### src/rtl/gc_stream_pkg.sv
// -----------------------------------------------------------------------------
// gc_stream_pkg
// Shared types for the GarbledCircuit output-stream collector.
//   - gc_class_e : entry classification carried on out_class
//   - TAG_*      : encodings of the 3-bit tag_t1 event field
//   - gc_entry_t : one buffered FIFO entry {class, cid, index, data}
// GC_S / GC_K must match the S / K parameters of the collector instance.
// -----------------------------------------------------------------------------
package gc_stream_pkg;

  localparam int GC_S = 10;   // index / cid width
  localparam int GC_K = 128;  // label / data width

  typedef enum logic [1:0] {
    GC_LABEL = 2'd0,
    GC_KEY   = 2'd1,
    GC_TABLE = 2'd2,
    GC_MASK  = 2'd3
  } gc_class_e;

  // Tags with bit 2 set are label events (bit0 -> lane 0, bit1 -> lane 1).
  localparam logic [2:0] TAG_IDLE  = 3'b000;
  localparam logic [2:0] TAG_KEY   = 3'b001;
  localparam logic [2:0] TAG_TABLE = 3'b010;
  localparam logic [2:0] TAG_MASK  = 3'b011;

  typedef struct packed {
    gc_class_e         cls;
    logic [GC_S-1:0]   cid;
    logic [GC_S-1:0]   index;
    logic [GC_K-1:0]   data;
  } gc_entry_t;

  // True when the class of an entry is enabled in the 4-bit class mask.
  function automatic logic class_enabled(input logic [3:0] en, input gc_class_e c);
    return en[c];
  endfunction

endpackage

### src/rtl/gc_dual_push_fifo.sv
// -----------------------------------------------------------------------------
// gc_dual_push_fifo
// Circular FIFO with two write lanes and one read port.
//   clk, rst        : clock, synchronous active-low reset
//   wr_en0/wr_data0 : first write lane (written ahead of lane 1)
//   wr_en1/wr_data1 : second write lane
//   rd_en           : pop request; ignored while empty
//   rd_data         : head entry, valid whenever occupancy != 0
//   occupancy       : number of stored entries (0..DEPTH)
// The caller guarantees that a push never exceeds the free space; this block
// does not re-check it. Head data is read combinationally so an entry is
// visible right after the edge that wrote it.
// -----------------------------------------------------------------------------
module gc_dual_push_fifo
  import gc_stream_pkg::*;
#(
  parameter int  DEPTH   = 16,
  parameter type entry_t = gc_entry_t
) (
  input  logic                     clk,
  input  logic                     rst,
  input  logic                     wr_en0,
  input  entry_t                   wr_data0,
  input  logic                     wr_en1,
  input  entry_t                   wr_data1,
  input  logic                     rd_en,
  output entry_t                   rd_data,
  output logic [$clog2(DEPTH):0]   occupancy
);

  localparam int AW = $clog2(DEPTH);

  entry_t         mem [DEPTH];
  logic [AW-1:0]  wr_ptr_q, wr_ptr_d;
  logic [AW-1:0]  rd_ptr_q, rd_ptr_d;
  logic [AW:0]    occ_q, occ_d;
  logic [AW-1:0]  lane1_addr;
  logic           pop;

  always_comb begin
    pop        = rd_en && (occ_q != '0);
    // Lane 1 lands directly behind lane 0 when both write, otherwise at the
    // current write pointer, so the stored sequence has no holes.
    lane1_addr = wr_ptr_q + AW'(wr_en0);
    wr_ptr_d   = wr_ptr_q + AW'(wr_en0) + AW'(wr_en1);
    rd_ptr_d   = rd_ptr_q + AW'(pop);
    occ_d      = occ_q + (AW+1)'(wr_en0) + (AW+1)'(wr_en1) - (AW+1)'(pop);
  end

  // Storage has no reset; the pointers alone define what is valid.
  always_ff @(posedge clk) begin
    if (wr_en0) mem[wr_ptr_q]  <= wr_data0;
    if (wr_en1) mem[lane1_addr] <= wr_data1;
  end

  always_ff @(posedge clk) begin
    if (!rst) begin
      wr_ptr_q <= '0;
      rd_ptr_q <= '0;
      occ_q    <= '0;
    end else begin
      wr_ptr_q <= wr_ptr_d;
      rd_ptr_q <= rd_ptr_d;
      occ_q    <= occ_d;
    end
  end

  assign rd_data   = mem[rd_ptr_q];
  assign occupancy = occ_q;

endmodule

### src/rtl/gc_stream_collector.sv
// -----------------------------------------------------------------------------
// gc_stream_collector
// Captures the tagged dual-word GarbledCircuit output stream, classifies each
// event into label / key / table / mask entries, buffers them and drains them
// over a valid/ready port.
//   clk, rst              : clock, synchronous active-low reset
//   tag_t1, cid           : event tag and garbling cycle id
//   index0_t1, index1_t1  : indices for the two data words
//   data0_t1, data1_t1    : the two data words
//   class_en              : per-class enable {mask, table, key, label}
//   out_valid/out_ready   : output handshake
//   out_class/out_cid/out_index/out_data : head entry
//   out_last              : head is the final entry of the run
//   done                  : run ended and buffer drained (sticky until reset)
//   overflow              : sticky, some entry was dropped for lack of space
//   drop_cnt              : saturating count of dropped entries
// S and K must equal GC_S and GC_K of gc_stream_pkg.
// -----------------------------------------------------------------------------
module gc_stream_collector
  import gc_stream_pkg::*;
#(
  parameter int S      = GC_S,
  parameter int K      = GC_K,
  parameter int CC     = 4,
  parameter int DEPTH  = 16,
  parameter int DROP_W = 16
) (
  input  logic              clk,
  input  logic              rst,
  input  logic [2:0]        tag_t1,
  input  logic [S-1:0]      cid,
  input  logic [S-1:0]      index0_t1,
  input  logic [S-1:0]      index1_t1,
  input  logic [K-1:0]      data0_t1,
  input  logic [K-1:0]      data1_t1,
  input  logic [3:0]        class_en,
  output logic              out_valid,
  input  logic              out_ready,
  output logic [1:0]        out_class,
  output logic [S-1:0]      out_cid,
  output logic [S-1:0]      out_index,
  output logic [K-1:0]      out_data,
  output logic              out_last,
  output logic              done,
  output logic              overflow,
  output logic [DROP_W-1:0] drop_cnt
);

  localparam int AW = $clog2(DEPTH);

  gc_entry_t          lane0, lane1;
  logic               v0, v1;
  logic [1:0]         n_push;
  logic [AW:0]        occ;
  logic [AW:0]        free_slots;
  logic               end_evt, active, fits, accept;
  gc_entry_t          head;

  logic               done_seen_q, done_seen_d;
  logic               overflow_q, overflow_d;
  logic [DROP_W-1:0]  drop_q, drop_d;
  logic [DROP_W:0]    drop_sum;

  // ---------------------------------------------------------------------------
  // Event decode and class filter
  // ---------------------------------------------------------------------------
  always_comb begin
    lane0       = '0;
    lane1       = '0;
    v0          = 1'b0;
    v1          = 1'b0;
    lane0.cid   = cid;
    lane1.cid   = cid;
    lane0.data  = data0_t1;
    lane1.data  = data1_t1;
    lane0.cls   = GC_LABEL;
    lane1.cls   = GC_LABEL;
    if (tag_t1[2]) begin
      v0          = tag_t1[0];
      v1          = tag_t1[1];
      lane0.index = index0_t1;
      lane1.index = index1_t1;
    end else begin
      case (tag_t1)
        TAG_KEY: begin
          // Key words are addressed by position, not by the index inputs.
          v0          = 1'b1;
          v1          = 1'b1;
          lane0.cls   = GC_KEY;
          lane1.cls   = GC_KEY;
          lane0.index = '0;
          lane1.index = GC_S'(1);
        end
        TAG_TABLE: begin
          v0          = 1'b1;
          v1          = 1'b1;
          lane0.cls   = GC_TABLE;
          lane1.cls   = GC_TABLE;
          lane0.index = index0_t1;
          lane1.index = index1_t1;
        end
        TAG_MASK: begin
          v0          = 1'b1;
          lane0.cls   = GC_MASK;
          lane0.index = '0;
        end
        default: ;
      endcase
    end
    // Disabled classes vanish here, before any space or drop accounting.
    v0 = v0 && class_enabled(class_en, lane0.cls);
    v1 = v1 && class_enabled(class_en, lane1.cls);
  end

  // ---------------------------------------------------------------------------
  // Admission, overflow, drop counting and end-of-run tracking
  // ---------------------------------------------------------------------------
  always_comb begin
    end_evt     = (cid == S'(CC));
    // The end-of-run event itself is never stored.
    active      = !done_seen_q && !end_evt;
    n_push      = {1'b0, v0} + {1'b0, v1};
    // Space is judged on the occupancy at the start of the cycle; a pop in the
    // same cycle does not make room for this push.
    free_slots  = (AW+1)'(DEPTH) - occ;
    fits        = ((AW+1)'(n_push) <= free_slots);
    accept      = active && fits;

    done_seen_d = done_seen_q || end_evt;
    overflow_d  = overflow_q;
    drop_sum    = {1'b0, drop_q} + (DROP_W+1)'(n_push);
    drop_d      = drop_q;
    if (active && (n_push != 2'd0) && !fits) begin
      overflow_d = 1'b1;
      drop_d     = drop_sum[DROP_W] ? '1 : drop_sum[DROP_W-1:0];
    end
  end

  always_ff @(posedge clk) begin
    if (!rst) begin
      done_seen_q <= 1'b0;
      overflow_q  <= 1'b0;
      drop_q      <= '0;
    end else begin
      done_seen_q <= done_seen_d;
      overflow_q  <= overflow_d;
      drop_q      <= drop_d;
    end
  end

  // ---------------------------------------------------------------------------
  // Entry buffer
  // ---------------------------------------------------------------------------
  gc_dual_push_fifo #(
    .DEPTH   (DEPTH),
    .entry_t (gc_entry_t)
  ) u_fifo (
    .clk       (clk),
    .rst       (rst),
    .wr_en0    (accept && v0),
    .wr_data0  (lane0),
    .wr_en1    (accept && v1),
    .wr_data1  (lane1),
    .rd_en     (out_ready),
    .rd_data   (head),
    .occupancy (occ)
  );

  assign out_valid = (occ != '0);
  assign out_class = head.cls;
  assign out_cid   = head.cid;
  assign out_index = head.index;
  assign out_data  = head.data;
  assign out_last  = done_seen_q && (occ == (AW+1)'(1)) && out_valid;
  assign done      = done_seen_q && (occ == '0);
  assign overflow  = overflow_q;
  assign drop_cnt  = drop_q;

endmodule

### config.mk
export PLATFORM = sky130hd
export DESIGN_NAME = gc_stream_collector
export DESIGN_NICKNAME = d
export VERILOG_FILES = /design/src/rtl/gc_stream_pkg.sv /design/src/rtl/gc_dual_push_fifo.sv /design/src/rtl/gc_stream_collector.sv
export SDC_FILE = /design/constraint.sdc
export NUM_CORES = 2
export LEC_CHECK = 0
export CAP_MARGIN = 20
export CORE_MARGIN = 5
export CORE_UTILIZATION = 45
export DETAILED_ROUTE_END_ITERATION = 7
export PLACE_DENSITY_LB_ADDON = 0.12
export SYNTH_ARGS = -nofsm -noshare
export SYNTH_HDL_FRONTEND = slang
export SYNTH_SLANG_ARGS = --single-unit
### constraint.sdc
create_clock -name clk -period 40.7 [get_ports clk]
set_clock_uncertainty 0.15 [all_clocks]
set_input_delay 8.14 -clock clk [delete_from_list [all_inputs] [get_ports clk]]
set_output_delay 8.14 -clock clk [all_outputs]
set_load 0.05 [all_outputs]
Word-level counts from Yosys, hierarchy flattened
Memory sizes are Yosys's and may differ from the RTL's. A register that Yosys moved wholly into a read port is not among the register bits.
Index checks and enable logic that the tools add are counted.
{"block": "word_totals", "inputBits": 296, "memories": 1, "wordCells": 67, "out_inout_bits": 170, "ram_bits": 2400, "register_bits": 31}
{"block": "op_classes", "n_reduce_logical": 21, "n_addsub": 9, "n_mux": 22, "n_eq_ne": 5, "magnitude_cmp": 3}
{"memory": "u_fifo.mem", "depth": 16, "word_bits": 150, "read_ports": 1, "rd_clocked_by_memory_dff": 1, "write_ports": 2, "line_no": "gc_dual_push_fifo.sv:33", "rtl": "entry_t mem [DEPTH];"}
{"operator": "2-to-1 mux 10 bit", "n": 3}
{"operator": "case mux 10 bit (2 select lines)", "n": 1}
{"operator": "adder 16 x 2 -> 17 bit", "n": 1}
{"operator": "2-to-1 mux 16 bit", "n": 1}
{"operator": "adder 4 x 1 -> 4 bit", "n": 3}
{"operator": "logical AND 1 bit", "n": 12}
{"operator": "adder 5 x 1 -> 5 bit", "n": 2}
{"operator": "== test 10 x 3 -> 1 bit (second input constant)", "n": 1}
{"operator": "2-to-1 mux 1 bit", "n": 10}
{"operator": "== test 3 x 2 -> 1 bit (second input constant)", "n": 2}
{"operator": "less-than comparator 2 x 3 -> 1 bit (second input constant)", "n": 2}
{"operator": "case mux 2 bit (3 select lines)", "n": 1}
{"operator": "== test 5 x 1 -> 1 bit (second input constant)", "n": 1}
{"operator": "less-or-equal comparator 2 x 5 -> 1 bit", "n": 1}
{"operator": "zero test 5 bit", "n": 1}
{"operator": "nonzero test 5 bit", "n": 1}
{"operator": "subtractor 5 x 1 -> 5 bit", "n": 1}
{"operator": "subtractor 5 bit (first input constant)", "n": 1}
{"operator": "binary-select mux 1 bit (select 2 bit)", "n": 2}
{"operator": "2-to-1 mux 2 bit", "n": 2}
{"operator": "2-to-1 mux 4 bit", "n": 1}
{"operator": "case mux 2 bit (2 select lines)", "n": 1}
{"operator": "== test 3 x 1 -> 1 bit (second input constant)", "n": 1}
{"operator": "zero test 1 bit", "n": 3}
{"operator": "5 further kinds", "n": 5}

Logic depth before layout (Yosys ltp)
{"block": "depth", "ltp_word": 13, "ltp_mapped": 21, "mapped_depth_nobuf": 19}

By module
Synthesis repeated with hierarchy kept, for this count alone.
{"block": "hier_totals", "hier_cells": 8081, "area_unflattened_um2": 119410.8}
{"module": "gc_dual_push_fifo", "instances": 1, "cells_each": 7895, "area_each_um2": 117976.9, "seq_area_each_um2": 72329.4}
{"module": "gc_stream_collector", "instances": 1, "cells_each": 186, "area_each_um2": 1433.9, "seq_area_each_um2": 360.3}

Worst setup path before layout
No wires, ideal clock.
{"block": "synth_timing", "kind": "input -> register", "start": "input tag_t1[2]", "end": "memory u_fifo.mem[15][0] (netlist bit), enable pin", "cell_stages": 10, "t_arrival_ns": 20.886, "path_buffers": 1, "setup_ns": 0.886, "setup_slack_ns": 18.778, "required_time_ns": 39.664, "cell_sequence": "buf_2 > nand4bb_1 > and3_4 > inv_1 > ha_1 > ha_1 > nor2b_1 > o2111ai_1 > o211ai_1 > o32ai_1"}
{"item": "start: declaration", "line_no": "gc_stream_collector.sv:30", "rtl": "input logic [2:0] tag_t1,"}
{"item": "end: declaration", "line_no": "gc_dual_push_fifo.sv:33"}

==> run summary <==
postcts setup bufs: 0
Max Buffers Root-to-Sink: 4
# port buffers: 465
CTS Buf Count: 291
FMAX: 0.06445 GHz
DR pass1 iterations: 6
setup slack, reg-to-reg: 33.42 ns
critical path's most frequent cell: buf_4
commonest cells in the netlist: edfxtp_1, mux2_2, mux4_2
hold path start: overflow
largest net degree at the start of global routing: 119
clock transition at the registers of the reported paths: 0.06 ns
CP max-delay cell: dfxtp_4
CTS Hold Buffers Added: 0
crit-path max cell delay: 0.93 ns
Iteration-0 DRC Markers: 6,381
worst hold path type: flop to flop
Post-Route WL: 360,500 um
hold slack: 0.3263 ns
Core ar.: 265,100 um2
antenna violations before repair: 79
# Max-Cap Violations: 0
number of flops mapped to enable cells by yosys: 2,400
Vias: 65,050
crit path kind: flop to primary output
Hold EP: overflow
post-CTS sizing: 0
Yosys top cell area share: 60.19%
Avg WL per Cell: 34.66 um
max layer used: met5
Synth Area in Compound Gates: 0.5851%
fin nets: 6,959
Tmin final: 15.52 ns
Clock Tree Root: clkbuf_16
worst path bufs/invs: 5
H-Tree Depth: 5
Detailed Place HPWL: 193,600 um
overall die area: 276,500 um2
Async SR Flop Fraction: 0%
Clock Sinks: 2,431
DR vias/cell: 6.254
Top delay family on crit path: buffers and inverters
reg2reg path depth: 15
num rows: 189
vias in the first global route: 67,810
post-synthesis register bit count: 2,431
ys flop type: edfxtp_1
Critical Path, Cell by Cell: buf_4 > buf_4 > buf_4 > buf_4 > mux4_2 > nor2b_1 > a211oi_1 > a21oi_1 > clkdlybuf4s50_1
Synth Warn #: 0
power density cells: 55.40 nW/um2
CTS tree: done
Post-Route M1 WL: 153,100 um
WP data required: 32.41 ns
global route overflow: 0
WL met2: 176,800 um
Seq/Total Area, Yosys: 60.71%
Die Ht: 525.8 um
syn avg cell area: 18.55 um2
CP endpoint kind: primary output
leakage: 42.52 nW
Syn Std Cell Area: 119,700 um2
worst hold path depth: 2
io pins: 466
Slew Limit Fails: 0
worst vdd ir: 0.04498 mV
Synth Area in XOR/XNOR: 0.08777%
combinational family with the most area after synthesis: multiplexers
drt drc: 0
mux share of post-synthesis cell area: 34.51%
Tcrit/Tclk final: 38.12%
Crit. Startpoint: u_fifo.rd_ptr_q[0]
Routability Congestion: 0.7626
Post-Syn Instances: 6,456
capture point of the worst reg-to-reg path: u_fifo.mem[4][119]
crit-path max FO: 40
final hold violations: 0
total nets after synthesis: 6,776
global-route wire length before repair: 515,400 um
Synth area leader: edfxtp_1
CP Launch Type: flop
GRT Overall Usage: 25.64%
Worst Path Arrival: 7.23 ns
Starting Density: 45.17%
synth top area cells: edfxtp_1, mux4_2, mux2_2
Synth cell types: 60
Die Width: 525.8 um
post-synthesis simple-gate area fraction: 0.8871%
Slew headroom: 24.07%
layout cells sized above 1: 38.78%
Final ANT Viol Nets: 0
Reg2Reg Launch Point: u_fifo.occupancy[0]
status: complete, no violations
most frequent cell after synthesis: edfxtp_1
measured slew at the worst slew-check pin: 1.139 ns
RSZ-0062 raised after global routing: no
final-report setup violation count: 0
adder-cell share of the synthesized area: 0.2696%
Area growth, synth to finish: 13.15%
setup TNS: 0 ns
Worst-Skew Late Latency: 0.92 ns
metal3 WL: 23,050 um
[tightest hold or removal path, delay by kind of cell, from the launching register on]
kind / cells / cell delay (ns)
flip-flops: 1 / 0.33
AND/OR/NAND/NOR: 2 / 0.12
[where the power goes]
part / switching (W) / internal [W]
clock: 0.00102 / 0.00138
sequential: 0.0000563 / 0.00296
combinational: 0.00122 / 0.000866
[area by class of cell]
type / instances / area [um2]
sequential: 2431 / 72700
fill: 21490 / 129600
tap: 3533 / 4420
inverter: 21 / 78.83
clock buffer: 359 / 7632
antenna: 35 / 87.58
timing repair buffer: 607 / 5858
multi-input combinational: 3287 / 43830
clock inverter: 128 / 873.3
[through the flow]
stage	instance area [um2]	utilization (%)	worst slack, ns	power [W]	std cells
2_1_floorplan	119700	-	18.78	0.004515	6456
3_3_place_gp	126900	47.86	24.40	0.005167	9877
3_5_place_dp	126900	47.87	24.34	0.005182	9878
4_1_cts	135400	51.07	24.75	0.007588	10370
5_1_grt	135400	51.09	24.50	0.007774	10380
6_report	135500	51.11	25.18	0.007506	10400
[cells by family after synthesis]
family	count (synthesis)
DFF	2431
buffers and inverters	738
xor gates and xnor gates	12
adders and majority gates	24
muxes	2959
and+or+nand+nor	190
AOI/OAI and AO/OA	102
[metal layers]
metal | up-vias | global-route usage (%)
met3 | 484 | 4.655
met2 | 2273 | 42.47
met4 | 24 | 5.830
met5 | - | 0
met1 | 35470 | 35.49
li1 | 26810 | -
[how the worst max path moves through the flow]
| stage | end | cells past startpoint |
|---|---|---|
| after floorplan | u_fifo.mem[15][0] | 10 |
| after global placement | u_fifo.mem[8][71] | 18 |
| after detailed placement | u_fifo.mem[8][60] | 18 |
| after CTS | out_data[126] | 9 |
| after global routing | out_data[90] | 9 |
| final | out_data[126] | 9 |
[layout by cell type, fill, tap and decap left out, types with 6 or more instances in the layout]
| cell type | synthesis | routed |
|---|---|---|
| edfxtp_1 | 2400 | 2400 |
| mux2_2 | 1374 | 1374 |
| mux4_2 | 731 | 731 |
| mux2_1 | 675 | 675 |
| clkdlybuf4s50_1 | 0 | 465 |
| clkbuf_16 | 0 | 295 |
| mux2i_1 | 179 | 179 |
| buf_4 | 94 | 131 |
| clkinv_1 | 1 | 67 |
| clkbuf_1 | 399 | 63 |
| clkinv_2 | 0 | 42 |
| nor2b_1 | 39 | 39 |
| nor2_1 | 37 | 37 |
| diode_2 | 0 | 35 |
| nand2_1 | 35 | 34 |
| a21oi_1 | 28 | 28 |
| dfxtp_1 | 31 | 27 |
| a211oi_1 | 22 | 22 |
| ha_1 | 21 | 21 |
| inv_1 | 20 | 20 |
| buf_12 | 0 | 11 |
| and2_1 | 10 | 10 |
| bufinv_16 | 0 | 10 |
| o21bai_4 | 0 | 9 |
| nand3_1 | 14 | 8 |
| and4_4 | 0 | 8 |
| nand2b_1 | 7 | 7 |
| and4_1 | 15 | 7 |
| o21ai_4 | 0 | 7 |
| xnor2_1 | 6 | 6 |
| xor2_1 | 6 | 6 |
| nor3_1 | 6 | 6 |
| nand3_4 | 0 | 6 |
| and3_1 | 6 | 6 |
[registers in the layout (all words and copies together) (netlist names)]
| register | flops |
|---|---|
| u_fifo.mem | 2400 |
| done_seen_q | 1 |
| overflow | 1 |
| u_fifo.wr_ptr_q | 4 |
| drop_cnt | 16 |
| u_fifo.occupancy | 5 |
| u_fifo.rd_ptr_q | 4 |
No activity file was read; power rests on OpenSTA's default activity.
